==> config.mk <==
export PLATFORM = sky130hd
export DESIGN_NAME = raspi_gpio_rx
export DESIGN_NICKNAME = d
export VERILOG_FILES = /design/src/rtl/raspi_link_pkg.sv /design/src/rtl/raspi_rx_fifo.sv /design/src/rtl/raspi_gpio_rx.sv
export SDC_FILE = /design/constraint.sdc
export NUM_CORES = 1
export LEC_CHECK = 0
export CORE_AREA = 8 8 89 91
export DETAILED_ROUTE_END_ITERATION = 12
export DIE_AREA = 0 0 97 99
export PLACE_DENSITY = 0.9
export SYNTH_ARGS = -nofsm -noshare
export SYNTH_HDL_FRONTEND = slang
export SYNTH_SLANG_ARGS = --single-unit
export TNS_END_PERCENT = 30
==> constraint.sdc <==
create_clock -name clk -period 4.9 [get_ports clk]
set_clock_uncertainty 0.05 [all_clocks]
set_input_delay 0.735 -clock clk [delete_from_list [all_inputs] [get_ports clk]]
set_output_delay 0.735 -clock clk [all_outputs]
set_load 0.02 [all_outputs]
==> src/rtl/raspi_link_pkg.sv <==
// Shared types and constants for the Raspberry Pi parallel GPIO receive link.
package raspi_link_pkg;

    localparam int   RX_ENTRY_W = 9;     // {cmd, byte}
    localparam logic SEL_CMD    = 1'b1;
    localparam logic SEL_DATA   = 1'b0;

    typedef enum logic [2:0] {
        ST_IDLE,
        ST_PUSH,
        ST_WAIT_SPACE,
        ST_ACK,
        ST_WAIT_LOW
    } rx_state_e;

endpackage

==> src/rtl/raspi_rx_fifo.sv <==
// First-word fall-through FIFO for received {cmd, byte} entries.
module raspi_rx_fifo
    import raspi_link_pkg::*;
#(
    parameter int FIFO_DEPTH = 4
) (
    input  logic                          clk,
    input  logic                          rst,
    input  logic                          wr_en,
    input  logic [RX_ENTRY_W-1:0]         wr_data,
    input  logic                          rd_en,
    output logic [RX_ENTRY_W-1:0]         rd_data,
    output logic                          full,
    output logic                          empty,
    output logic [$clog2(FIFO_DEPTH):0]   fill
);

    localparam int PTR_W  = $clog2(FIFO_DEPTH);
    localparam int FILL_W = PTR_W + 1;

    logic [RX_ENTRY_W-1:0] mem [FIFO_DEPTH];
    logic [PTR_W-1:0]      wr_ptr_q;
    logic [PTR_W-1:0]      rd_ptr_q;
    logic [FILL_W-1:0]     fill_q;
    logic                  pop;
    logic                  push;

    assign empty = (fill_q == '0);
    assign full  = (fill_q == FILL_W'(FIFO_DEPTH));
    assign fill  = fill_q;

    // A pop frees its slot in the same cycle, so a full FIFO can still take a write.
    assign pop  = rd_en & ~empty;
    assign push = wr_en & (~full | pop);

    always_ff @(posedge clk) begin
        if (rst) begin
            wr_ptr_q <= '0;
            rd_ptr_q <= '0;
            fill_q   <= '0;
        end else begin
            if (push) wr_ptr_q <= wr_ptr_q + 1'b1;
            if (pop)  rd_ptr_q <= rd_ptr_q + 1'b1;
            case ({push, pop})
                2'b10:   fill_q <= fill_q + 1'b1;
                2'b01:   fill_q <= fill_q - 1'b1;
                default: fill_q <= fill_q;
            endcase
        end
    end

    always_ff @(posedge clk) begin
        if (push) mem[wr_ptr_q] <= wr_data;
    end

    assign rd_data = empty ? '0 : mem[rd_ptr_q];

endmodule

==> src/rtl/raspi_gpio_rx.sv <==
// Receive stage for the Pi parallel GPIO link: synchronisers, 4-phase
// req/ack handshake FSM, strobe timeout and an output byte FIFO.
module raspi_gpio_rx
    import raspi_link_pkg::*;
#(
    parameter int FIFO_DEPTH  = 4,
    parameter int SYNC_STAGES = 2,
    parameter int TIMEOUT_CYC = 1048576
) (
    input  logic                          clk,
    input  logic                          rst,
    input  logic [7:0]                    raspi_gpiox8,
    input  logic                          rasp0_i,
    input  logic                          rasp1_i,
    output logic                          ack_o,
    output logic [7:0]                    byte_o,
    output logic                          cmd_o,
    output logic                          valid_o,
    input  logic                          ready_i,
    output logic [$clog2(FIFO_DEPTH):0]   fill_o,
    output logic                          timeout_o
);

    localparam int CNT_W = $clog2(TIMEOUT_CYC + 1);
    localparam logic [CNT_W-1:0] TMO_MAX = CNT_W'(TIMEOUT_CYC);

    logic [9:0]             sync_q [SYNC_STAGES];
    logic [SYNC_STAGES-1:0] warm_q;
    logic                   armed_q;
    logic                   stb_prev_q;
    logic                   stb_s;
    logic                   stb_rise;

    rx_state_e              state_q, state_d;
    logic                   latch_en;
    logic                   wr_en;
    logic [RX_ENTRY_W-1:0]  entry_q;
    logic                   ack_q;
    logic [CNT_W-1:0]       tmo_cnt_q;
    logic                   timeout_q;

    logic [RX_ENTRY_W-1:0]  head;
    logic                   fifo_full;
    logic                   fifo_empty;
    logic                   space;

    // Input synchronisers: {strobe, select, data}
    always_ff @(posedge clk) begin
        if (rst) begin
            for (int i = 0; i < SYNC_STAGES; i++) sync_q[i] <= '0;
        end else begin
            sync_q[0] <= {rasp0_i, rasp1_i, raspi_gpiox8};
            for (int i = 1; i < SYNC_STAGES; i++) sync_q[i] <= sync_q[i-1];
        end
    end

    assign stb_s = sync_q[SYNC_STAGES-1][9];

    // Edge detection is armed only once the synchroniser holds real pin
    // samples and the strobe has been seen low, so a strobe still high
    // across reset is never taken as a fresh request.
    always_ff @(posedge clk) begin
        if (rst) begin
            warm_q     <= '0;
            armed_q    <= 1'b0;
            stb_prev_q <= 1'b0;
        end else begin
            warm_q     <= {warm_q[SYNC_STAGES-2:0], 1'b1};
            stb_prev_q <= stb_s;
            if (warm_q[SYNC_STAGES-1] && !stb_s) armed_q <= 1'b1;
        end
    end

    assign stb_rise = armed_q & stb_s & ~stb_prev_q;
    assign space    = ~fifo_full | (~fifo_empty & ready_i);

    always_comb begin
        state_d  = state_q;
        latch_en = 1'b0;
        wr_en    = 1'b0;
        case (state_q)
            ST_IDLE: begin
                if (stb_rise) begin
                    latch_en = 1'b1;
                    state_d  = ST_PUSH;
                end
            end
            ST_PUSH: begin
                if (!fifo_full) begin
                    wr_en   = 1'b1;
                    state_d = ST_ACK;
                end else begin
                    state_d = ST_WAIT_SPACE;
                end
            end
            ST_WAIT_SPACE: begin
                if (space) begin
                    wr_en   = 1'b1;
                    state_d = ST_ACK;
                end
            end
            ST_ACK:      state_d = ST_WAIT_LOW;
            ST_WAIT_LOW: if (!stb_s) state_d = ST_IDLE;
            default:     state_d = ST_IDLE;
        endcase
    end

    always_ff @(posedge clk) begin
        if (rst) begin
            state_q <= ST_IDLE;
            ack_q   <= 1'b0;
        end else begin
            state_q <= state_d;
            ack_q   <= (state_d == ST_ACK) || (state_d == ST_WAIT_LOW);
        end
    end

    always_ff @(posedge clk) begin
        if (latch_en) entry_q <= sync_q[SYNC_STAGES-1][8:0];
    end

    // Strobe-high watchdog; counts only while waiting for the strobe to fall.
    always_ff @(posedge clk) begin
        if (rst) begin
            tmo_cnt_q <= '0;
            timeout_q <= 1'b0;
        end else if (state_q == ST_WAIT_LOW) begin
            if (tmo_cnt_q != TMO_MAX) tmo_cnt_q <= tmo_cnt_q + 1'b1;
            if (tmo_cnt_q == TMO_MAX - 1'b1) timeout_q <= 1'b1;
        end else begin
            tmo_cnt_q <= '0;
        end
    end

    raspi_rx_fifo #(
        .FIFO_DEPTH (FIFO_DEPTH)
    ) u_fifo (
        .clk     (clk),
        .rst     (rst),
        .wr_en   (wr_en),
        .wr_data (entry_q),
        .rd_en   (ready_i),
        .rd_data (head),
        .full    (fifo_full),
        .empty   (fifo_empty),
        .fill    (fill_o)
    );

    assign ack_o     = ack_q;
    assign valid_o   = ~fifo_empty;
    assign byte_o    = head[7:0];
    assign cmd_o     = head[8];
    assign timeout_o = timeout_q;

endmodule
==> results of run 1 <==
[through the flow]
step / util (%) / power [mW] / instances / area [um2] / setup slack, ns
after floorplan: - / 1.487 / 309 / 3941 / 2.503
after global placement: 64.91 / 1.689 / 405 / 4264 / 1.949
after detailed placement: 64.91 / 1.724 / 405 / 4264 / 1.827
after CTS: 67.68 / 2.200 / 421 / 4446 / 1.688
after global routing: 67.68 / 2.297 / 421 / 4446 / 1.605
final: 67.68 / 2.180 / 421 / 4446 / 1.743
[worst paths after layout]
check                                              endpoint  depth (start not counted)                        start
worst min register to register         entry_q[4]$_DFFE_PP_                          0     sync_q[0][14]$_SDFF_PP0_
worst max register to register  u_fifo.fill[2]$_SDFFE_PP0P_                         10  u_fifo.fill[2]$_SDFFE_PP0P_
worst min-delay path                   entry_q[4]$_DFFE_PP_                          0     sync_q[0][14]$_SDFF_PP0_
worst max-delay path                                  cmd_o                          3                     register
[sequential cells by signal (all words and copies together), names as in the netlist, named ones only]
register and count:
u_fifo.wr_ptr_q 2, entry_q 9, state_q 3, timeout_o 1
stb_prev_q 1, tmo_cnt_q 21, u_fifo.fill 3, armed_q 1
sync_q 20, u_fifo.rd_ptr_q 2, ack_o 1, warm_q 2
u_fifo.mem 36
[routing by layer]
layer	up-vias	global-route usage, %
li1	1146	-
met1	1143	15.51
met2	57	25.10
met3	18	3.849
met4	0	9.112
met5	-	0
[final cells by class]
| class | instances | area, um2 |
|---|---|---|
| clock buffers | 9 | 123.9 |
| clock inverters | 7 | 57.56 |
| fillers | 448 | 2123 |
| inverters | 14 | 52.55 |
| multi-input cells | 179 | 1301 |
| flip-flops and latches | 104 | 2532 |
| well taps | 80 | 100.1 |
| repair buffers | 28 | 277.8 |
[where the power goes]
group,total [mW],switching (mW),internal [mW]
combinational,0.610,0.311,0.299
sequential,1.08,0.0675,1.01
clock,0.489,0.295,0.194
total,2.18,0.674,1.51
[synth_stat cells (all sizes together) (4+ instances only)]
cell	number	area (um2)
nand4	8	71.32
o21ai	11	58.81
nor2	21	78.83
ha	7	87.58
edfxtp	45	1351
clkbuf	7	26.28
nor3	4	20.02
inv	14	52.55
a21oi	14	70.07
nand3	11	55.05
buf	5	28.78
nand2	7	26.28
nor2b	21	131.4
dfxtp	59	1181
and2	15	93.84
xor2	12	105.1
or3	10	62.56
mux4	9	202.7
[cell families (layout without fill, tap and decap cells)]
logic type	after synthesis	count (layout)	synth area share, %
buffers and inverters	26	58	2.730
DFF	104	104	64.25
and+or+nand+nor	116	116	17.40
xor gates and xnor gates	15	15	3.333
AOI/OAI and AO/OA	31	31	4.413
muxes	9	9	5.143
adders and majority gates	8	8	2.730
==> impl_table.tex, run 1 <==
\begin{tabular}{lr}
\hline
Metric & Value \\
\hline
\multicolumn{2}{l}{\textbf{Run status}} \\
Result of the run & completed \\
\multicolumn{2}{l}{\textbf{Drt}} \\
Total via count after detailed routing & approximately 2400 \\
Iteration count of the initial detailed-routing pass & 4 \\
DRC viols & 0 \\
Met3 wire length & between 200 and 300 um \\
Routed wirelength normalized by instance count & 16.15 um \\
Routed wire length & roughly 7000 um \\
Detailed Route Iter0 Violations & 153 \\
Number of routed nets with antenna violations & 0 \\
Routed length on met1 & slightly below 3000 um \\
Met2 wirelength from detailed routing & around 3400 um \\
Top routing layer used & met4 \\
Routed vias/inst & about 5.6 \\
\multicolumn{2}{l}{\textbf{Pwr}} \\
P per Cell Area & about 490 nW/um2 \\
LEAKAGE & 1.529 nW \\
IR drop worst, VDD & between 0.0003 and 0.0004 V \\
\multicolumn{2}{l}{\textbf{STA}} \\
Max-slew violations & 0 \\
Relative slew slack & 47.28\% \\
Maximum clock frequency & 316.8 MHz \\
Finish-stage setup viols & 0 \\
Hold Fails Final Rpt & 0 \\
Transition time at the pin with the least slew margin & 0.7886 ns \\
Crit path time final & roughly 3.2 ns \\
Final worst path period share & 64.43\% \\
Worst hold margin & $\sim$0.37 ns \\
Unrepaired setup endpoints after global routing & false \\
Total negative slack for setup checks & 0 ns \\
\multicolumn{2}{l}{\textbf{Worst setup path}} \\
Top delay family on crit path & flip-flops \\
Largest driver fanout on the critical path & 9 \\
Cell Chain, Critical Path & mux4\_2 > and2\_1 > clkdlybuf4s50\_1 \\
Critical Path Source Type & register \\
Required time of the worst setup path & 4.12 ns \\
Register-to-register path setup slack & between 2 and 2.5 ns \\
Delay of the slowest cell on the worst path & slightly above 0.7 ns \\
Path type of the worst setup path & register to output pin \\
Worst-path cell with the longest stage delay & dfxtp\_1 \\
Worst EP arrival & between 2 and 2.5 ns \\
Crit path buffers/inverters & 1 \\
Crit. End Element & output pin \\
\multicolumn{2}{l}{\textbf{Placed design}} \\
Port bufs & 27 \\
Gpl congestion & 0.7882 \\
HPWL reported at the end of detailed placement & 4679 um \\
\multicolumn{2}{l}{\textbf{Logic synthesis}} \\
Average cell area after synthesis & 12.75 um2 \\
Number of nets produced by synthesis & 330 \\
Flip-flop cell with the highest count after synthesis & dfxtp\_1 \\
Number of flip-flops and latches in the synthesized netlist & roughly 100 \\
Yosys warns & 0 \\
Share of async-settable or async-resettable flops after synthesis & 0\% \\
Unique masters post-synth & 40 \\
Combined area of all synthesized cells & about 4000 um2 \\
Cell count after synthesis & $\sim$310 \\
Post-synthesis sequential area ratio & $\sim$64\% \\
Count of flip-flops with a built-in enable after synthesis & between 40 and 50 \\
\multicolumn{2}{l}{\textbf{Global route}} \\
All-Layer GR Usage & 14.53\% \\
Wire length of the first global-routing pass & about 11000 um \\
Largest net degree at the start of global routing & 38 \\
Initial antenna violation count & 0 \\
Via count of the first global-routing pass & around 2300 \\
Total gr overflow & 0 \\
\multicolumn{2}{l}{\textbf{Layout}} \\
Layout cell share with drive strength beyond 1 & 9.677\% \\
Syn-to-layout area delta & 12.79\% \\
Most frequent cells in the layout & 59 x dfxtp\_1, 45 x edfxtp\_1, 27 x clkdlybuf4s50\_1, 21 x nor2\_1, 21 x nor2b\_1 \\
Diodes inserted & 0 \\
Net count reported at finish & 357 \\
Leading cell type in the layout, fill and taps excluded & dfxtp\_1 \\
\multicolumn{2}{l}{\textbf{Clock tree}} \\
CTS HTree Levels & 3 \\
CTS Root Cell & clkbuf\_8 \\
Post-CTS setup buffers & 0 \\
\# clock sinks & 104 \\
Clock Tree Buf Depth & 2 \\
Hold-fix buffers, CTS & 0 \\
Clock tree from TritonCTS & done \\
Clk Latency, worst-skew pair & 0.37 ns \\
Number of resized instances in the post-cts repair step & 0 \\
Clock transition at the registers of the reported paths & around 0.10 ns \\
Inserted Clock Buffers & 9 \\
\multicolumn{2}{l}{\textbf{Hold path}} \\
Hold Crit Class & register to register \\
\multicolumn{2}{l}{\textbf{Flow run}} \\
Max-cap check violation count & 0 \\
\multicolumn{2}{l}{\textbf{Die}} \\
Io pins & 28 \\
Core area & 6569 um2 \\
Vertical die dimension & 99 um \\
DIE AREA & 9603 um2 \\
Initial standard-cell utilization of the core & 60.00\% \\
Standard-cell row count & 30 \\
Chip Width & between 90 and 100 um \\
\hline
\end{tabular}
(Power assumes the default switching activity.)
==> run 2: changes to the inputs <==
Settings changed: CORE_AREA 8 8 89 91 to 8 8 93 95, DIE_AREA 0 0 97 99 to 0 0 101 103, PLACE_DENSITY 0.9 to 0.84.
Clock period 4.9 ns to 3.1 ns, I/O delays scaled along.
==> run 2 against run 1 <==
Routed wire length is 13% lower. Cell area is 0.79% higher. Critical path depth is 1 higher. Global-route usage is 2.5 points lower. Via count is 4.5% lower. Worst setup slack worse by 1.3 ns. Final cell count is 5.0% higher. First-iteration DRC count is 58% lower. Combinational power is 61% higher. Clock-buffer cell count stayed put. Die area is 8.3% higher. Critical endpoint is now byte_o[6].
==> impl_table.tex, run 2 (synthesized netlist as in run 1, its figures left out) <==
\begin{tabular}{lr}
\hline
Metric & Value \\
\hline
\multicolumn{2}{l}{\textbf{Layout}} \\
Leading cell type in the layout, fill and taps excluded & dfxtp\_1 \\
Multi-input logic area & 1301 um2 (unchanged) \\
Filler cell count & 551 (+23\%) \\
Diodes inserted & 0 (unchanged) \\
Net count reported at finish & 359 (+0.56\%) \\
Non-filler cells, final & 442 (+5.0\%) \\
Core Util, Final & 62.78\% (-4.9 points) \\
Largest register FFs & 36 (unchanged) \\
Largest reg by FF count & u\_fifo.mem \\
Layout cell share with drive strength beyond 1 & 9.621\% (-0.056 points) \\
Most frequent cells in the layout & 59 x dfxtp\_1, 45 x edfxtp\_1, 27 x clkdlybuf4s50\_1, 21 x nor2\_1, 21 x nor2b\_1 \\
Largest registers in the final layout & u\_fifo.mem (36), tmo\_cnt\_q (21), sync\_q (20) \\
Sequential Area & 2532 um2 (unchanged) \\
Syn-to-layout area delta & 13.68\% \\
\multicolumn{2}{l}{\textbf{STA}} \\
Relative slew slack & 68.17\% (+21 points) \\
Total negative slack for setup checks & 0 ns (unchanged) \\
Max-slew violations & 0 (unchanged) \\
Crit path time final & roughly 2.6 ns \\
Worst hold margin & 0.3563 ns (-0.009164 ns) \\
Unrepaired setup endpoints after global routing & false \\
Transition time at the pin with the least slew margin & 0.4774 ns (-0.3112 ns) \\
Maximum clock frequency & 379.4 MHz \\
Finish-stage setup viols & 0 (unchanged) \\
Final worst path period share & a little under nine tenths \\
Hold Fails Final Rpt & 0 (unchanged) \\
Final critical-path setup slack & 0.4641 ns (-1.279 ns) \\
\multicolumn{2}{l}{\textbf{Clock tree}} \\
Hold-fix buffers, CTS & 0 (unchanged) \\
Post-CTS setup buffers & 0 (unchanged) \\
CTS HTree Levels & 3 (unchanged) \\
CTS Root Cell & clkbuf\_8 \\
Clock Tree Buf Depth & 2 (unchanged) \\
Clk Latency, worst-skew pair & 0.36 ns (about the same) \\
Clock tree from TritonCTS & done \\
Number of resized instances in the post-cts repair step & 0 (unchanged) \\
Inserted Clock Buffers & 9 (unchanged) \\
Clock transition at the registers of the reported paths & 0.10 ns (about the same) \\
\# clock sinks & 104 (unchanged) \\
\multicolumn{2}{l}{\textbf{Global route}} \\
Largest net degree at the start of global routing & 37 (-2.6\%) \\
All-Layer GR Usage & 12.02\% (-2.5 points) \\
Initial antenna violation count & 0 (unchanged) \\
Total gr overflow & 0 (unchanged) \\
Wire length of the first global-routing pass & 9687 um (-12\%) \\
Via count of the first global-routing pass & 2149 (-7.4\%) \\
\multicolumn{2}{l}{\textbf{Die}} \\
Standard-cell row count & 31 (+3.3\%) \\
Chip Width & 101 um (+4.1\%) \\
Vertical die dimension & 103 um (+4.0\%) \\
Io pins & 28 (unchanged) \\
Initial standard-cell utilization of the core & 55.22\% (-4.8 points) \\
Core area & 7137 um2 (+8.6\%) \\
DIE AREA & 10400 um2 (+8.3\%) \\
\multicolumn{2}{l}{\textbf{Flow run}} \\
Max-cap check violation count & 0 (unchanged) \\
\multicolumn{2}{l}{\textbf{Hold path}} \\
Hold Crit Class & register to register \\
Worst Min Path Start & sync\_q[0][14]\$\_SDFF\_PP0\_ \\
Depth of the worst hold-timing path & 0 (unchanged) \\
\multicolumn{2}{l}{\textbf{Drt}} \\
Routed wire length & 5940 um (-13\%) \\
Routed vias/inst & 5.109 (-9.0\%) \\
Detailed Route Iter0 Violations & 64 (-58\%) \\
DRC viols & 0 (unchanged) \\
Routed wirelength normalized by instance count & 13.44 um (-17\%) \\
Total via count after detailed routing & 2258 (-4.5\%) \\
Iteration count of the initial detailed-routing pass & 4 (unchanged) \\
Number of routed nets with antenna violations & 0 (unchanged) \\
\multicolumn{2}{l}{\textbf{Placed design}} \\
Port bufs & 27 (unchanged) \\
Inst Count DP & 426 (+5.2\%) \\
Post-placement setup slack & 0.3027 ns (-1.525 ns) \\
Gpl congestion & 0.7896 (+0.18\%) \\
HPWL reported at the end of detailed placement & 4121 um (-12\%) \\
\multicolumn{2}{l}{\textbf{Worst setup path}} \\
Crit. End Element & output pin \\
Reg-to-reg endpoint & u\_fifo.fill[2]\$\_SDFFE\_PP0P\_ \\
Critical Path Source Type & register \\
Worst EP arrival & 2.12 ns (-0.25 ns) \\
Largest driver fanout on the critical path & 9 (unchanged) \\
Length in cells of the worst reg-to-reg path & 10 (unchanged) \\
Register-to-register path setup slack & 0.74 ns (-1.72 ns) \\
Path type of the worst setup path & register to output pin \\
Worst setup path end & byte\_o[6] \\
Startpoint of the most critical register-to-register path & u\_fifo.fill[2]\$\_SDFFE\_PP0P\_ \\
Required time of the worst setup path & 2.58 ns (-1.54 ns) \\
\multicolumn{2}{l}{\textbf{Run status}} \\
Result of the run & completed \\
\multicolumn{2}{l}{\textbf{Pwr}} \\
Internal portion of total power & 2.383 mW (+58\%) \\
Net Sw Frac & 30.29\% (-0.62 points) \\
Sequential power share & 49.2\% (-0.4 points) \\
Share of power burned in combinational logic & 28.8\% (+0.8 points) \\
P per Cell Area & 762.8 nW/um2 (+56\%) \\
Switching power of the nets & 1.035 mW (+54\%) \\
LEAKAGE & 1.533 nW (+0.25\%) \\
Proportion of power drawn by the clock network & 22.0\% (-0.4 points) \\
IR drop worst, VDD & 0.0003039 V (-8.4\%) \\
\hline
\end{tabular}
[run 2: worst max-delay path, cell delays in order, from the launching register on]
cell and delay (ns):
dfxtp_1 0.32, buf_4 0.21, mux4_2 0.53, and2_1 0.17, clkdlybuf4s50_1 0.53
[run 2: worst min-delay path by stage]
stage	slack [ns]	to
2_1_floorplan	0.34	entry_q[0]$_DFFE_PP_
3_3_place_gp	0.34	entry_q[4]$_DFFE_PP_
3_5_place_dp	0.34	entry_q[1]$_DFFE_PP_
4_1_cts	0.36	entry_q[4]$_DFFE_PP_
5_1_grt	0.37	entry_q[1]$_DFFE_PP_
6_report	0.36	entry_q[4]$_DFFE_PP_
[run 2: routing by layer]
| layer | part of all wire (%) | wire length, um | track usage [%] | vias to the layer above |
|---|---|---|---|---|
| met2 | 48 | 2873 | 20.07 | 34 |
| met1 | 46 | 2728 | 13.61 | 1060 |
| met5 | 0 | 0 | 0 | - |
| met3 | 4.1 | 243 | 3.511 | 9 |
| li1 | - | - | - | 1155 |
| met4 | 1.6 | 95 | 6.758 | 0 |
[run 2: power groups by stage]
stage	registers [mW]	logic, mW	clock network [mW]
final	1.68	0.984	0.752
after global routing	1.70	1.08	0.823
after CTS	1.68	1.00	0.768
after detailed placement	1.71	1.00	0
after global placement	1.70	0.976	0
after floorplan	1.71	0.641	0
[run 2: layout make-up]
cell class              count  area share [%]
flip-flops and latches    104           56.52
multi-input cells         179           29.04
repair buffers             30           6.534
clock buffers               9           2.765
well taps                  99           2.765
clock inverters             7           1.201
inverters                  14           1.173
[run 2: through the flow]
step	power [mW]	cell area, um2
final	3.418	4481
after global routing	3.596	4481
after CTS	3.454	4481
after detailed placement	2.716	4303
after global placement	2.676	4303
after floorplan	2.350	3941
==> run 3: changes to the inputs <==
Settings changed: CTS_CLUSTER_SIZE set to 8.
==> results of run 3 <==
The final DEF is identical to that of run 2; final timing and power are the same.
